===== config.mk =====
export PLATFORM = sky130hd
export DESIGN_NAME = muldiv_unit
export DESIGN_NICKNAME = d
export VERILOG_FILES = /design/src/rtl/muldiv_unit.sv
export SDC_FILE = /design/constraint.sdc
export NUM_CORES = 1
export LEC_CHECK = 0
export BUFFER_PORTS_ARGS = -buffer_cell sky130_fd_sc_hd__buf_4
export CORE_ASPECT_RATIO = 1.2
export CORE_MARGIN = 4
export CORE_UTILIZATION = 25
export DETAILED_ROUTE_END_ITERATION = 16
export PLACE_DENSITY = 0.48
export SLEW_MARGIN = 10
export SYNTH_ARGS = -nofsm -noshare
export SYNTH_HDL_FRONTEND = slang
export SYNTH_SLANG_ARGS = --single-unit

===== constraint.sdc =====
create_clock -name clk -period 6 [get_ports clk]
set_clock_uncertainty 0.05 [all_clocks]
set_input_delay 0 -clock clk [delete_from_list [all_inputs] [get_ports clk]]
set_output_delay 0 -clock clk [all_outputs]
set_load 0.05 [all_outputs]

===== src/rtl/muldiv_unit.sv =====
// MIPS-style HI/LO multiply/divide unit: MULT/MULTU shift-add, DIV/DIVU restoring divide.
// Latency: start sampled at edge N -> busy N+1..N+33 (32 CALC + 1 SIGN), done pulse N+34.
// Backpressure: start is accepted only in IDLE/DONE; start and MTHI/MTLO while busy are dropped.
module muldiv_unit (
  input  logic        clk,
  input  logic        rst_n,
  input  logic        start,
  input  logic [1:0]  op,
  input  logic [31:0] op_x,
  input  logic [31:0] op_y,
  input  logic        hi_we,
  input  logic        lo_we,
  input  logic [31:0] wdata,
  output logic        busy,
  output logic        done,
  output logic        div_by_zero,
  output logic [31:0] hi,
  output logic [31:0] lo
);

  typedef enum logic [1:0] {
    S_IDLE = 2'd0,
    S_CALC = 2'd1,
    S_SIGN = 2'd2,
    S_DONE = 2'd3
  } state_t;

  state_t      state, state_nxt;
  logic [5:0]  cnt;
  logic        accept;

  // Datapath registers. For multiply {acc_r, q_r} is the 64-bit running
  // product with the multiplier shifting out of q_r; for divide acc_r is the
  // partial remainder and q_r shifts dividend bits out / quotient bits in.
  logic [31:0] acc_r;
  logic [31:0] q_r;
  logic [31:0] m_r;        // multiplicand or divisor magnitude
  logic [31:0] x_raw;      // dividend as presented, returned in hi on divide-by-zero
  logic        is_div_r;
  logic        neg_q_r;    // product / quotient sign
  logic        neg_r_r;    // remainder sign (follows dividend)
  logic        dbz_r;

  // Operand magnitudes at launch
  logic        op_signed;
  logic [31:0] x_mag, y_mag;

  // One radix-2 step
  logic [32:0] mul_sum;
  logic [32:0] div_shift;
  logic [32:0] div_diff;

  // Final results produced in SIGN
  logic [63:0] prod_mag;
  logic [63:0] prod_fix;
  logic [31:0] res_hi, res_lo;

  assign accept = start && (state == S_IDLE || state == S_DONE);

  // Launch-time magnitude conversion for signed ops
  always_comb begin
    op_signed = ~op[0];
    x_mag     = (op_signed && op_x[31]) ? (~op_x + 32'd1) : op_x;
    y_mag     = (op_signed && op_y[31]) ? (~op_y + 32'd1) : op_y;
  end

  // Single iteration arithmetic for multiply and divide
  always_comb begin
    mul_sum   = {1'b0, acc_r} + (q_r[0] ? {1'b0, m_r} : 33'd0);
    div_shift = {acc_r, q_r[31]};
    div_diff  = div_shift - {1'b0, m_r};
  end

  // Sign correction and divide-by-zero override applied in SIGN
  always_comb begin
    prod_mag = {acc_r, q_r};
    prod_fix = neg_q_r ? (~prod_mag + 64'd1) : prod_mag;
    res_hi   = prod_fix[63:32];
    res_lo   = prod_fix[31:0];
    if (is_div_r) begin
      if (dbz_r) begin
        res_hi = x_raw;
        res_lo = 32'hFFFF_FFFF;
      end else begin
        res_hi = neg_r_r ? (~acc_r + 32'd1) : acc_r;
        res_lo = neg_q_r ? (~q_r + 32'd1) : q_r;
      end
    end
  end

  // State register
  always_ff @(posedge clk or negedge rst_n) begin
    if (!rst_n) state <= S_IDLE;
    else        state <= state_nxt;
  end

  // Next-state and status outputs
  always_comb begin
    state_nxt   = state;
    busy        = 1'b0;
    done        = 1'b0;
    div_by_zero = 1'b0;
    case (state)
      S_IDLE: if (start) state_nxt = S_CALC;
      S_CALC: begin
        busy = 1'b1;
        if (cnt == 6'd31) state_nxt = S_SIGN;
      end
      S_SIGN: begin
        busy      = 1'b1;
        state_nxt = S_DONE;
      end
      S_DONE: begin
        done        = 1'b1;
        div_by_zero = dbz_r;
        state_nxt   = start ? S_CALC : S_IDLE;
      end
      default: state_nxt = S_IDLE;
    endcase
  end

  // Operand latch at launch and one shift step per CALC cycle
  always_ff @(posedge clk or negedge rst_n) begin
    if (!rst_n) begin
      cnt      <= 6'd0;
      acc_r    <= 32'd0;
      q_r      <= 32'd0;
      m_r      <= 32'd0;
      x_raw    <= 32'd0;
      is_div_r <= 1'b0;
      neg_q_r  <= 1'b0;
      neg_r_r  <= 1'b0;
      dbz_r    <= 1'b0;
    end else if (accept) begin
      cnt      <= 6'd0;
      acc_r    <= 32'd0;
      q_r      <= op[1] ? x_mag : y_mag;
      m_r      <= op[1] ? y_mag : x_mag;
      x_raw    <= op_x;
      is_div_r <= op[1];
      neg_q_r  <= op_signed && (op_x[31] ^ op_y[31]);
      neg_r_r  <= op_signed && op_x[31];
      dbz_r    <= op[1] && (op_y == 32'd0);
    end else if (state == S_CALC) begin
      cnt <= cnt + 6'd1;
      if (is_div_r) begin
        if (!div_diff[32]) begin
          acc_r <= div_diff[31:0];
          q_r   <= {q_r[30:0], 1'b1};
        end else begin
          acc_r <= div_shift[31:0];
          q_r   <= {q_r[30:0], 1'b0};
        end
      end else begin
        acc_r <= mul_sum[32:1];
        q_r   <= {mul_sum[0], q_r[31:1]};
      end
    end
  end

  // HI/LO: result lands in SIGN; MTHI/MTLO only when not busy
  always_ff @(posedge clk or negedge rst_n) begin
    if (!rst_n) begin
      hi <= 32'd0;
      lo <= 32'd0;
    end else if (state == S_SIGN) begin
      hi <= res_hi;
      lo <= res_lo;
    end else if (!busy) begin
      if (hi_we) hi <= wdata;
      if (lo_we) lo <= wdata;
    end
  end

endmodule

==> results of run 1 <==
through the flow:
step | util | total power, mW
after floorplan | - | 8.47
after global placement | 0.283 | 11.1
after detailed placement | 0.283 | 11.1
after CTS | 0.310 | 12.9
after global routing | 0.311 | 13.8
final | 0.311 | 12.9
worst reg2reg max path, delay by kind of cell, from the launching register on:
family	cells	cell delay [ps]
buf+inv	2	550
mux	1	230
flops	1	530
fa+ha+maj	1	250
compound gates	7	2130
simple gates	2	520
registers in the layout, indices dropped and copies added (netlist names):
name	cells
acc_r	32
hi	32
lo	32
m_r	32
q_r	32
x_raw	32
cnt	6
state	2
dbz_r	1
is_div_r	1
neg_q_r	1
neg_r_r	1
power groups by stage:
| stage | sequential [mW] | clock [mW] | combinational, mW |
|---|---|---|---|
| 6_report | 2.93 | 1.62 | 8.32 |
| 5_1_grt | 3.01 | 1.70 | 9.07 |
| 4_1_cts | 2.92 | 1.66 | 8.28 |
| 3_5_place_dp | 2.94 | 0 | 8.19 |
| 3_3_place_gp | 2.93 | 0 | 8.18 |
| 2_1_floorplan | 3.20 | 0 | 5.27 |
per-layer routing:
| metal | part of all wire | global-route usage |
|---|---|---|
| met1 | 0.44 | 0.261 |
| met4 | 0.032 | 0.0583 |
| met2 | 0.48 | 0.333 |
| met3 | 0.054 | 0.0221 |
| met5 | 0 | 0 |
final timing paths:
path                               start         to  slack, ps  depth (start not counted)
worst max-delay path              q_r[0]  acc_r[30]       1650                         13
worst min register to register  x_raw[3]   x_raw[3]        430                          2
worst max register to register    q_r[0]  acc_r[30]       1650                         13
max in group asynchronous          rst_n     m_r[8]       4740                          3
min in group asynchronous          rst_n     hi[23]         40                          2
worst min-delay path            op_y[27]    q_r[27]          7                          3
layout by cell type, fill, tap and decap left out, types with 27 or more instances in the layout:
cell type	instances
nor3b_1	27
nor2_1	161
dlygate4sd3_1	102
o211ai_1	49
nand2_1	333
dfrtp_1	202
xor2_1	61
a21oi_1	177
o22ai_1	31
buf_4	191
ha_1	73
nand3_1	37
mux2i_1	71
inv_1	79
xnor2_1	123
nor3_1	53
o21ai_0	277
repair_timing:
item                      CTS  global route
gates resized for setup     0             0
hold endpoints to repair  257            13
hold buffers              101             1
area by class of cell:
cell class	instances	area, µm²
Antenna cell	2	5.00
Clock buffer	38	776
Tap cell	909	1140
Fill cell	7310	47400
Multi-Input combinational cell	1840	11400
Inverter	80	300
Sequential cell	204	5110
Timing Repair Buffer	296	2510
Clock inverter	10	98.8
logic make-up after synthesis:
group | after synthesis | synth area share
AO/OA/AOI/OAI | 740 | 0.259
buffers and inverters | 245 | 0.0543
flip-flops | 204 | 0.293
multiplexers | 73 | 0.0421
AND/OR/NAND/NOR | 766 | 0.204
adder cells (fa/ha/maj) | 77 | 0.0561
XOR/XNOR | 184 | 0.0924
==> results.yml, run 1 <==
outcome:
  outcome: "finished clean"
global_routing:
  antenna_found_initial: 0
  overflow: 0
  grt.total_usage: 0.195
  grt_pass1_vias: 17400
  grt_max_degree: 104
  grt_first_pass_wirelength_um: 113000
detailed_routing:
  wl_per_cell_um: 22.6
  detail_route.first_pass.iterations: 5
  wl_um: 76500
  via_count: 18100
  vias_per_cell: 5.35
  drc: 0
  drtIter0Drc: 1349
  antenna_left: 0
die:
  die_w_um: 249
  initial_core_util: 0.254
  fp-row-count: 105
  die_area_um2: 74000
  die_h_um: 297
  io_pins: 170
  core_um2: 68700
pwr:
  leakage_nw: 8.88
  cellPowerDensity_nw_per_um2: 603
  pwr-share-clk: 0.126
  netSwitchingFraction: 0.540
  share_seq_of_total_power: 0.228
  ir_drop_uv: 349
  p_sw_mw: 6.96
  p_int_mw: 5.92
  combinationalPowerShare: 0.646
placement:
  io_buffers: 169
  dp_cells: 3226
  gp_congestion: 0.888
  place_area_um2: 19400
  preCtsSetupSlack_ps: 1780
  hpwl_um: 58100
critical_path:
  worst-path-buf-inv: 2
  crit_family: "compound AO/OA/AOI/OAI gates"
  cp_max_fo: 30
  critPathCaptureType: "flop"
  max_stage_delay_ps: 530
  worstPathRequired_ps: 6410
  crit_top_cell: "o21ai_0"
  crit_arrival_ps: 4760
  critPathSlowestCell: "dfrtp_1"
  worstSetupStartpointType: "flop"
  cp_cell_sequence: "inv_1 -> buf_4 -> nor2_1 -> ha_1 -> a211oi_1 -> o21ai_0 -> a21oi_1 -> o21ai_0 -> nor3_1 -> o21ai_0 -> mux2i_1 -> o211ai_1 -> a22oi_1"
  crit_type: "reg2reg"
logic_synthesis:
  netlist_area_um2: 17400
  yosysUniqueCellTypes: 81
  synth_area_leaders: "dfrtp_1 29%, o21ai_0 8.0%, nand2_1 7.2%"
  synth_most_common_cell: "nand2_1"
  yosys-top-cells-count: "333 x nand2_1, 277 x o21ai_0, 204 x dfrtp_1"
  synth_area_leader_cell: "dfrtp_1"
  synth_edf_count: 0
  ys_ff_latch: 204
  syn_inst: 2289
  synthFlopType: "dfrtp_1"
  yosysSeqAreaShare: 0.293
  syn_nets: 2469
  yosys_warnings: 0
  syn_avg_cell_area_um2: 7.62
  async_flop_share: 1.00
  synth_top_area_share: 0.293
sta:
  whs_ps: 7.34
  period_needed_ps: 4350
  rsz0062_at_grt: "no"
  max_slew_margin: 0.243
  hold_violations: 0
  setup_viol: 0
  setup_tns_ps: 0
  fin_ws_ps: 1650
  fin_crit_sh: 0.725
  drv_slew: 0
  worst_slew_pin_slew_ps: 1130
  max_freq_mhz: 230
final_layout:
  area_growth_pct: 22.5
  fin_nets: 2628
  stdcell_count: 3379
  drive_above_1_share: 0.109
  design_area_um2: 21400
cts:
  cts-root-buf: "clkbuf_16"
  cts.path.max_buffers: 3
  cts-buffers-inserted: 26
  clock_latency_ps: 570
  cts_setup_buffers: 0
  htreeDepth: 1
  cts.sinks: 204
  tritoncts: "built"
  clkSlewWorstSetupHoldPaths_ps: 60
min_path:
  hold_path_class: "in2reg"
run:
  cap_viol_max_count: 0
No activity file was read; power rests on OpenSTA's default activity.
==> run 2, diff against run 1 <==
- ABC_AREA: not set -> 1
- clock period: 6 -> 4.3 ns (I/O delays scaled with it)
==> results.yml, run 2 <==
logic_synthesis:
  synth_top_area_share: 0.250
  synth_most_common_cell: "nand2_1"
  async_flop_share: 1.00
  netlist_area_um2: 20400
  synth_area_leader_cell: "dfrtp_1"
  syn_avg_cell_area_um2: 5.75
  synth_area_leaders: "dfrtp_1 25%, nand2_1 22%, inv_1 8.7%"
  yosys_warnings: 0
  synthFlopType: "dfrtp_1"
  yosysSeqAreaShare: 0.250
  synth_edf_count: 0
  yosys-top-cells-count: "1195 x nand2_1, 475 x inv_1, 441 x nor2_1"
  syn_inst: 3547
  ys_ff_latch: 204
  syn_nets: 3727
  yosysUniqueCellTypes: 52
sta:
  rsz0062_at_grt: "no"
  drv_slew: 0
  hold_violations: 0
  worst_slew_pin_slew_ps: 1210
  whs_ps: 14.9
  max_slew_margin: 0.194
  fin_crit_sh: 0.718
  period_needed_ps: 3090
  setup_tns_ps: 0
  setup_viol: 0
  max_freq_mhz: 324
die:
  core_um2: 80700
  io_pins: 170
  die_area_um2: 86300
  die_h_um: 321
  fp-row-count: 114
  die_w_um: 269
  initial_core_util: 0.253
pwr:
  leakage_nw: 12.7
  cellPowerDensity_nw_per_um2: 825
  ir_drop_uv: 325
detailed_routing:
  antenna_left: 0
  drc: 0
  drtIter0Drc: 1998
  via_count: 23900
  wl_per_cell_um: 21.2
  detail_route.first_pass.iterations: 5
  wl_um: 102000
  vias_per_cell: 4.97
cts:
  clock_latency_ps: 560
  cts-buffers-inserted: 24
  post_cts_resized: 0
  clkSlewWorstSetupHoldPaths_ps: 60
  cts-root-buf: "clkbuf_16"
  cts.sinks: 204
  tritoncts: "built"
  htreeDepth: 1
  cts.path.max_buffers: 3
final_layout:
  drive_above_1_share: 0.0812
  multi_input_area_um2: 13000
  area_growth_pct: 20.6
  n_antenna_cell: 0
  fin_nets: 3935
  final_common_cell: "nand2_1"
  n_fill_cell: 9232
  final_cell_mix: "1194 x nand2_1, 474 x inv_1, 436 x nor2_1, 257 x nand3_1"
  fin_util: 0.305
  stdcell_count: 4814
  regArea_um2: 5110
placement:
  gp_congestion: 0.967
  hpwl_um: 82100
  dp_cells: 4674
  io_buffers: 169
global_routing:
  grt_pass1_vias: 23200
  overflow: 0
  antenna_found_initial: 2
  grt.total_usage: 0.231
  grt_max_degree: 105
  grt_first_pass_wirelength_um: 151000
critical_path:
  critPathCaptureType: "flop"
  crit_type: "reg2reg"
  worstSetupStartpointType: "flop"
  worstPathRequired_ps: 4680
  cp_max_fo: 33
  crit_arrival_ps: 3470
min_path:
  hold_path_class: "in2reg"
outcome:
  outcome: "finished clean"
run:
  cap_viol_max_count: 0
==> run 2: changes by cell type in the layout (fill, tap and decap cells not counted), moves of 21 or more <==
cell,before,now
xnor2_1,123,13
o21ai_0,277,227
or3_1,25,0
inv_1,79,474
nor2_1,161,436
nand2_1,333,1194
o22ai_1,31,4
mux2i_1,71,0
nor3_1,53,32
nor3b_1,27,0
o211ai_1,49,27
nand3_1,37,257
a21oi_1,177,227
==> run 2: cell families (layout without fill, tap and decap cells) <==
family          Yosys count  after routing  share of synthesized area
buf+inv                 612            835                      0.116
simple gates           2009           2009                      0.400
fa+ha+maj                77             77                     0.0480
compound gates          563            563                      0.150
flops                   204            204                      0.250
xor+xnor                 82             82                     0.0352
==> run 2: final timing paths <==
kind / startpoint / to / slack [ps] / cells past startpoint
max: acc_r[0] / acc_r[26] / 1210 / 16
min: op_y[29] / m_r[29] / 10 / 5
max reg2reg: acc_r[0] / acc_r[26] / 1210 / 16
min reg2reg: lo[30] / lo[30] / 440 / 2
max in group asynchronous: rst_n / hi[23] / 3070 / 3
min in group asynchronous: rst_n / dbz_r / 70 / 2
==> run 2: worst max-delay path, stage by stage, from the launching register on <==
cell	delay, ps
dfrtp_1	480
clkinv_1	330
fa_1	600
nor2_1	160
o21ai_0	110
nand2_2	120
nand2_1	70
nand2_2	80
nand2_2	70
nand2_2	80
nand2_1	80
nand2_4	350
nand2_1	120
nand2_1	80
nand2_1	50
nand2_1	90
nand2_1	40
==> run 2: through the flow <==
stage	cell area [µm²]	total power [mW]	setup WS, ps
finish	24600	20.3	1210
global route	24600	21.8	887
CTS	24600	20.2	1220
detailed placement	22800	17.9	1230
global placement	22800	17.9	1250
floorplan	20400	12.8	1730
==> run 2: timing repair <==
item | CTS | global route
hold endpoints to repair | 246 | 0
setup buffers | 0 | 0
hold buffers | 99 | 0
==> run 2: where the power goes <==
part | switching, mW | total [mW] | internal (mW)
clock network | 0.915 | 2.18 | 1.26
logic | 9.99 | 14.1 | 4.07
registers | 1.24 | 4.07 | 2.83
total | 12.1 | 20.3 | 8.17
==> run 2: area by class of cell <==
type                    instances  share of cell area
flip-flops and latches        204               0.208
multi-input cells            2731               0.527
inverters                     482              0.0735
clock buffers                  33              0.0286
repair buffers                312               0.106
well taps                    1044              0.0531
clock inverters                 8             0.00427
==> run 2: routing by layer <==
layer / routed length [µm] / vias up / track usage
met5: 27 / - / 0
met4: 4300 / 4 / 0.0855
met3: 5220 / 149 / 0.0179
met2: 50400 / 792 / 0.410
met1: 42200 / 11300 / 0.293
li1: - / 11700 / -
